### config.mk
export PLATFORM = sky130hd
export DESIGN_NAME = spi_controller
export DESIGN_NICKNAME = d
export VERILOG_FILES = /design/src/rtl/spi_controller.sv
export SDC_FILE = /design/constraint.sdc
export NUM_CORES = 1
export LEC_CHECK = 0
export ABC_AREA = 1
export BUFFER_PORTS_ARGS = -buffer_cell sky130_fd_sc_hd__buf_2
export CORE_MARGIN = 2
export CORE_UTILIZATION = 45
export DETAILED_ROUTE_END_ITERATION = 6
export PLACE_DENSITY = 0.75
export SETUP_SLACK_MARGIN = 0.5
export SYNTH_ARGS = -nofsm -noshare
export SYNTH_HDL_FRONTEND = slang
export SYNTH_SLANG_ARGS = --single-unit
### constraint.sdc
create_clock -name clk -period 2.38 [get_ports clk]
set_clock_uncertainty 0.2 [all_clocks]
set_input_delay 0.476 -clock clk [delete_from_list [all_inputs] [get_ports clk]]
set_output_delay 0.476 -clock clk [all_outputs]
set_load 0.01 [all_outputs]
### src/rtl/spi_controller.sv
// spi_controller: mode-0 SPI initiator, 16-bit {rw, addr[6:0], data[7:0]} frames, MSB first.
// Optional read support (cmd_rw/cipo/rdata/rvalid) when SPI_CTRL_READ_EN is defined. Rev 1.0
`default_nettype none

module spi_controller #(
  parameter int CLK_DIV  = 4,
  parameter int CS_SETUP = 4,
  parameter int CS_HOLD  = 4,
  parameter int CS_IDLE  = 4
) (
  input  logic       clk,
  input  logic       rst,
  input  logic       cmd_valid,
  output logic       cmd_ready,
  input  logic [6:0] cmd_addr,
  input  logic [7:0] cmd_data,
`ifdef SPI_CTRL_READ_EN
  input  logic       cmd_rw,
  input  logic       cipo,
  output logic [7:0] rdata,
  output logic       rvalid,
`endif
  output logic       busy,
  output logic       done,
  output logic       ncs,
  output logic       sclk,
  output logic       copi
);

  localparam int DW   = (CLK_DIV > 1) ? $clog2(CLK_DIV) : 1;
  localparam int TMAX = (CS_SETUP > CS_HOLD) ? ((CS_SETUP > CS_IDLE) ? CS_SETUP : CS_IDLE)
                                             : ((CS_HOLD > CS_IDLE) ? CS_HOLD : CS_IDLE);
  localparam int TW   = (TMAX > 1) ? $clog2(TMAX) : 1;

  localparam logic [DW-1:0] C_DIV_LAST   = DW'(CLK_DIV - 1);
  localparam logic [TW-1:0] C_SETUP_LAST = TW'(CS_SETUP - 1);
  localparam logic [TW-1:0] C_HOLD_LAST  = TW'(CS_HOLD - 1);
  localparam logic [TW-1:0] C_IDLE_LAST  = TW'(CS_IDLE - 1);

  typedef enum logic [2:0] {
    S_IDLE  = 3'd0,
    S_SETUP = 3'd1,
    S_SHIFT = 3'd2,
    S_HOLD  = 3'd3,
    S_GAP   = 3'd4
  } state_t;

  state_t        r_state;
  logic          r_ready;
  logic          r_busy;
  logic          r_done;
  logic          r_ncs;
  logic          r_sclk;
  logic          r_copi;
  logic [14:0]   r_shift;
  logic [DW-1:0] r_div;
  logic [TW-1:0] r_tcnt;
  logic [4:0]    r_bitcnt;
  logic          w_rw;

`ifdef SPI_CTRL_READ_EN
  logic       r_rw;
  logic [7:0] r_rx;
  logic [7:0] r_rdata;
  logic       r_rvalid;
  assign w_rw   = cmd_rw;
  assign rdata  = r_rdata;
  assign rvalid = r_rvalid;
`else
  assign w_rw   = 1'b1;
`endif

  // Ready is held low for the whole reset cycle so an overlapping cmd_valid is never seen as accepted.
  assign cmd_ready = r_ready & ~rst;
  assign busy      = r_busy;
  assign done      = r_done;
  assign ncs       = r_ncs;
  assign sclk      = r_sclk;
  assign copi      = r_copi;

  always_ff @(posedge clk) begin
    if (rst) begin
      r_state  <= S_IDLE;
      r_ready  <= 1'b1;
      r_busy   <= 1'b0;
      r_done   <= 1'b0;
      r_ncs    <= 1'b1;
      r_sclk   <= 1'b0;
      r_copi   <= 1'b0;
      r_shift  <= '0;
      r_div    <= '0;
      r_tcnt   <= '0;
      r_bitcnt <= '0;
`ifdef SPI_CTRL_READ_EN
      r_rw     <= 1'b1;
      r_rx     <= '0;
      r_rdata  <= '0;
      r_rvalid <= 1'b0;
`endif
    end else begin
      r_done <= 1'b0;
`ifdef SPI_CTRL_READ_EN
      r_rvalid <= 1'b0;
`endif
      case (r_state)
        S_IDLE: begin
          if (cmd_valid && r_ready) begin
            r_shift <= {cmd_addr, cmd_data};
            r_copi  <= w_rw;
            r_ncs   <= 1'b0;
            r_busy  <= 1'b1;
            r_ready <= 1'b0;
            r_tcnt  <= '0;
            r_state <= S_SETUP;
`ifdef SPI_CTRL_READ_EN
            r_rw    <= cmd_rw;
`endif
          end
        end
        S_SETUP: begin
          if (r_tcnt == C_SETUP_LAST) begin
            r_tcnt   <= '0;
            r_div    <= '0;
            r_bitcnt <= '0;
            r_state  <= S_SHIFT;
          end else begin
            r_tcnt <= r_tcnt + 1'b1;
          end
        end
        S_SHIFT: begin
`ifdef SPI_CTRL_READ_EN
          if (r_sclk && r_div == '0) r_rx <= {r_rx[6:0], cipo};
`endif
          if (r_div == C_DIV_LAST) begin
            r_div <= '0;
            if (!r_sclk) begin
              r_sclk <= 1'b1;
            end else begin
              // Falling edge: next bit goes out in the same cycle so it is settled long before the next rise.
              r_sclk   <= 1'b0;
              r_bitcnt <= r_bitcnt + 5'd1;
              if (r_bitcnt == 5'd15) begin
                r_copi  <= 1'b0;
                r_tcnt  <= '0;
                r_state <= S_HOLD;
              end else begin
                r_copi  <= r_shift[14];
                r_shift <= r_shift << 1;
              end
            end
          end else begin
            r_div <= r_div + 1'b1;
          end
        end
        S_HOLD: begin
          if (r_tcnt == C_HOLD_LAST) begin
            r_ncs   <= 1'b1;
            r_done  <= 1'b1;
            r_tcnt  <= '0;
            r_state <= S_GAP;
`ifdef SPI_CTRL_READ_EN
            if (!r_rw) begin
              r_rdata  <= r_rx;
              r_rvalid <= 1'b1;
            end
`endif
          end else begin
            r_tcnt <= r_tcnt + 1'b1;
          end
        end
        S_GAP: begin
          if (r_tcnt == C_IDLE_LAST) begin
            r_busy  <= 1'b0;
            r_ready <= 1'b1;
            r_state <= S_IDLE;
          end else begin
            r_tcnt <= r_tcnt + 1'b1;
          end
        end
        default: r_state <= S_IDLE;
      endcase
    end
  end

endmodule

`default_nettype wire

* Yosys cells after proc, flatten, opt, wreduce, memory -nomap -nowiden
Index checks and enable logic that the tools add are counted.
** Operators by class
- Multiplexer cells :: 40
- Equality and inequality tests :: 16
- $add $sub $neg :: 3
- Reductions and logical operators :: 18
- Bitwise operators :: 3
** Operator list (number)
- $mux 15 :: 4
- $pmux 15 s2 :: 1
- $mux 3 :: 7
- $ne 2x2->1 const B :: 9
- $mux 2 :: 8
- $mux 5 :: 3
- $pmux 3 s5 :: 1
- $pmux 5 s2 :: 1
- $mux 1 :: 9
- $pmux 1 s2 :: 4
- $pmux 2 s4 :: 1
- $reduce_and 4->1 :: 2
- $reduce_bool 2->1 :: 4
- $reduce_and 7->1 :: 1
- $eq 3x2->1 const B :: 2
- $reduce_and 3->1 :: 2
- $reduce_and 6->1 :: 1
- $add 5x1->5 const B :: 1
- $eq 5x4->1 const B :: 1
- $reduce_and 5->1 :: 1
- $add 2x1->2 const B :: 2
- $eq 2x2->1 const B :: 2
- $pmux 2 s2 :: 1
- $reduce_and 2->1 :: 2
- other kinds (8) :: 10
** Word-level totals
- Logic and storage cells :: 91
- Register bits after elaboration :: 33

* Depth between registers and ports, before layout
- Word-level depth :: 5
- Mapped depth :: 11

* Least setup slack after synthesis
Ideal clock, no wire load.
- Kind :: reg2reg
- Start :: reg r_bitcnt[0]
- End :: reg r_shift[0]
- Arrival :: 1.475 ns
- Cell stages (with the launch flop) :: 10
- Clock period less this slack :: 1.785 ns
- Slack :: 0.595 ns
- Required time :: 2.070 ns
- Cell sequence :: dfxtp_1 > ha_1 > nand2_1 > nor2_1 > ha_1 > nand2_1 > clkbuf_1 > nand3_1 > nand2_1 > nor2_1
** On the way
- Word-level cells in the longest chain between the ends :: 3
** Ends and longest elaborated chain
- start: declaration :: line 58 : logic [4:0] r_bitcnt;
- start signal: assignment :: line 141 : r_bitcnt <= r_bitcnt + 5'd1;
- $eq 5x4->1 :: line 142 : if (r_bitcnt == 5'd15) begin
- $ne 2x2->1 (no line)
- $reduce_and 5->1 (no line)
- end signal: assignment :: line 108 : r_shift <= {cmd_addr, cmd_data};
- end signal: assignment :: line 148 : r_shift <= r_shift << 1;
- end: declaration :: line 55 : logic [14:0] r_shift;
Every way passes these cells.
A chain may end at the register's enable or synchronous reset.

* Final worst setup path
- Start :: reg r_bitcnt[0]
- End :: reg r_tcnt[1]
** On the way
- Word-level cells in the longest chain between the ends :: 3
** Ends and longest elaborated chain
- $eq 5x4->1 :: line 142
- $ne 2x2->1 (no line)
- $reduce_and 6->1 (no line)
- end signal: assignment :: line 127 : r_tcnt <= r_tcnt + 1'b1;
- end signal: assignment :: line 168 : r_tcnt <= r_tcnt + 1'b1;
- end signal: assignment :: line 177 : r_tcnt <= r_tcnt + 1'b1;
- end: declaration :: line 57 : logic [TW-1:0] r_tcnt;
Every way passes these cells.

==> impl_results.md <==
* Slew Limit Headroom at 0.7449
* Worst-Skew Late Latency at 0.28 ns
* Pleak at 1.235 nW
* Status: completed
* Die H at 69.23 um
* Overflow left after global routing at 0
* GRT Util Overall at 0.1712
* Setup CP Type: flop to flop
* Non-filler cells, final at 391
* CP max FO at 4
* Startpoint Class: flop
* Routed Antenna Nets at 0
* Hold_buf cts at 0
* Fin crit period at 1.749 ns
* Critical Path AT at 1.72 ns
* Via density at 4.788
* Syn_nets at 333
* Mapped Area at 1914 um2
* Power per cell area at 1295 nW/um2
* Via Count at 1872
* Average wire per standard cell at 10.36 um
* Seq/Total Area, Yosys at 0.3451
* Worst endpoint required time at 2.35 ns
* Longest Clk Path Bufs at 2
* Fillers at 379
* CTS tree: built
* H-tree depth at 2
* Average size of a mapped cell at 6.155 um2
* Clock Sinks at 33
* CORE AREA at 4058 um2
* Antenna violations before repair at 0
* Drc violations at 0
* Layout area overhead at 17.71%
* Post-route setup TNS at 0 ns
* Num CTS Buffers at 5
* Unrepaired setup endpoints after global routing: false
* Synthesized flop and latch total at 33
* # rows at 23
* Final hold violations at 0
* Boundary Pins at 24
* Tcrit/Tclk final at 0.7350
* Die W at 69.23 um
* Number of distinct library cells after synthesis at 26
* # port buffers at 23
* Maximum vdd drop at 0.7759 mV
* Clk pin slew, worst setup/hold paths at 0.07 ns
* DRT iter0 DRCs at 116
* Nets@finish at 363
* Ys Warns at 0
* Synth Instances at 311
* Final WL at 4052 um
* Critical path endpoint category: flop
* Dpl cells at 376
* Layout cells sized above 1 at 0.1906
* Drt first pass iters at 4
* CTS root buffer: clkbuf_8
* Vias in the first global route at 1609
* First-pass GRT wire length at 6810 um
* Least-Margin Pin Slew at 0.3787 ns
* Die Footprint at 4792 um2
* Final Max Slew Viols at 0
* Initial Util at 0.4718
* GPL Wtd Cong at 0.8568
* Max_cap viols at 0
* Largest net degree at the start of global routing at 23
* Max frequency at 571.7 MHz
* Setup violations, final at 0
* DP HPWL at 2731 um
* Antenna cell count at 0
* HP Class: flop to flop
final timing paths:
check             depth (start not counted)   startpoint  slack [ns]         to
setup / recovery                         10  r_bitcnt[0]        0.63  r_tcnt[1]
hold / removal                            2         busy        0.26       busy
setup reg to reg                         10  r_bitcnt[0]        0.63  r_tcnt[1]
hold reg to reg                           2         busy        0.26       busy
critical path: stages, from the launching register on:
cell and delay [ns]:
dfxtp_4 0.36, ha_4 0.13, nand2_1 0.06, nor2_1 0.13, ha_2 0.21, nand2_1 0.07, nand3_2 0.09, nand2_1 0.09
nor2_4 0.14, o21a_1 0.13, nor2_1 0.04
power by group:
group	switching, mW	leakage [nW]	total, mW	internal (mW)
sequential	0.132	0.273	0.893	0.761
combinational	1.00	0.918	1.61	0.601
clock	0.191	0.0443	0.421	0.229
total	1.33	1.24	2.92	1.59
flip-flops by register name (all words and copies together) (netlist names):
| name | count |
|---|---|
| busy | 1 |
| r_shift | 15 |
| copi | 1 |
| r_div | 2 |
| done | 1 |
| sclk | 1 |
| r_tcnt | 2 |
| ncs | 1 |
| r_ready | 1 |
| r_state | 3 |
| r_bitcnt | 5 |
per-stage QoR:
stage | worst slack (ns) | power [mW] | area, um2 | hold WS [ns] | utilization
after floorplan | 0.5952 | 2.108 | 1914 | 0.2326 | -
after detailed placement | 0.3359 | 2.341 | 2058 | 0.2519 | 0.5072
after CTS | 0.5109 | 2.815 | 2180 | 0.2628 | 0.5372
final | 0.6308 | 2.919 | 2253 | 0.2611 | 0.5554
after global placement | 0.3711 | 2.306 | 2058 | 0.2468 | 0.5072
after global routing | 0.4993 | 3.215 | 2253 | 0.2852 | 0.5554
cells in the mapped netlist (all sizes together):
cell type,instances,area share
a21oi,11,0.029
buf,9,0.027
clkbuf,3,0.0059
dfxtp,33,0.35
ha,4,0.026
inv,62,0.12
nand2,95,0.19
nand3,43,0.12
nand4,3,0.0098
nor2,35,0.084
nor3,1,0.0026
nor3b,1,0.0039
o211ai,1,0.0039
o21a,1,0.0039
o21ai,9,0.025
what timing repair did:
action	CTS	global route
pin swaps	1	4
gates resized for setup	3	12
buffers inserted	4	4
endpoints found under the setup margin	22	20
endpoints found under the hold margin	0	0
gates cloned	0	0
cell usage in the layout, fill, tap and decap left out, types with 2 or more instances in the layout:
master / Yosys / routed
nor2_1: 31 / 30
nand3_1: 40 / 39
inv_2: 6 / 6
buf_4: 1 / 12
nand2_4: 1 / 3
clkbuf_8: 0 / 6
nand2_1: 93 / 92
nand4_1: 3 / 3
inv_1: 56 / 56
o21ai_0: 8 / 7
nor2_2: 2 / 2
nand3_2: 3 / 4
dfxtp_1: 33 / 30
ha_1: 4 / 2
a21oi_1: 11 / 11
buf_2: 6 / 23
dfxtp_4: 0 / 2
nor2_4: 1 / 2
cell families after synthesis:
| group | after synthesis | synth area share |
|---|---|---|
| DFF | 33 | 0.3451 |
| AOI/OAI and AO/OA | 22 | 0.06209 |
| and+or+nand+nor | 178 | 0.4118 |
| adders and majority gates | 4 | 0.02614 |
| buffers and inverters | 74 | 0.1549 |
final cells by class:
class,count,area [um2],share of cell area
inverter,62,232.7,0.1033
sequential,33,669.4,0.2971
clock buffer,7,86.33,0.03831
timing repair buffer,35,205.2,0.09106
multi-input combinational,204,997.2,0.4425
tap,50,62.56,0.02776
per-layer routing:
layer / global-route usage / vias up / wire [um]
met5: 0 / - / 0
met2: 0.2788 / 40 / 1920
met3: 0.02616 / 6 / 188
met4: 0.07625 / 0 / 60
li1: - / 1006 / -
met1: 0.2237 / 820 / 1882
Power figures use the tool's default switching activity.
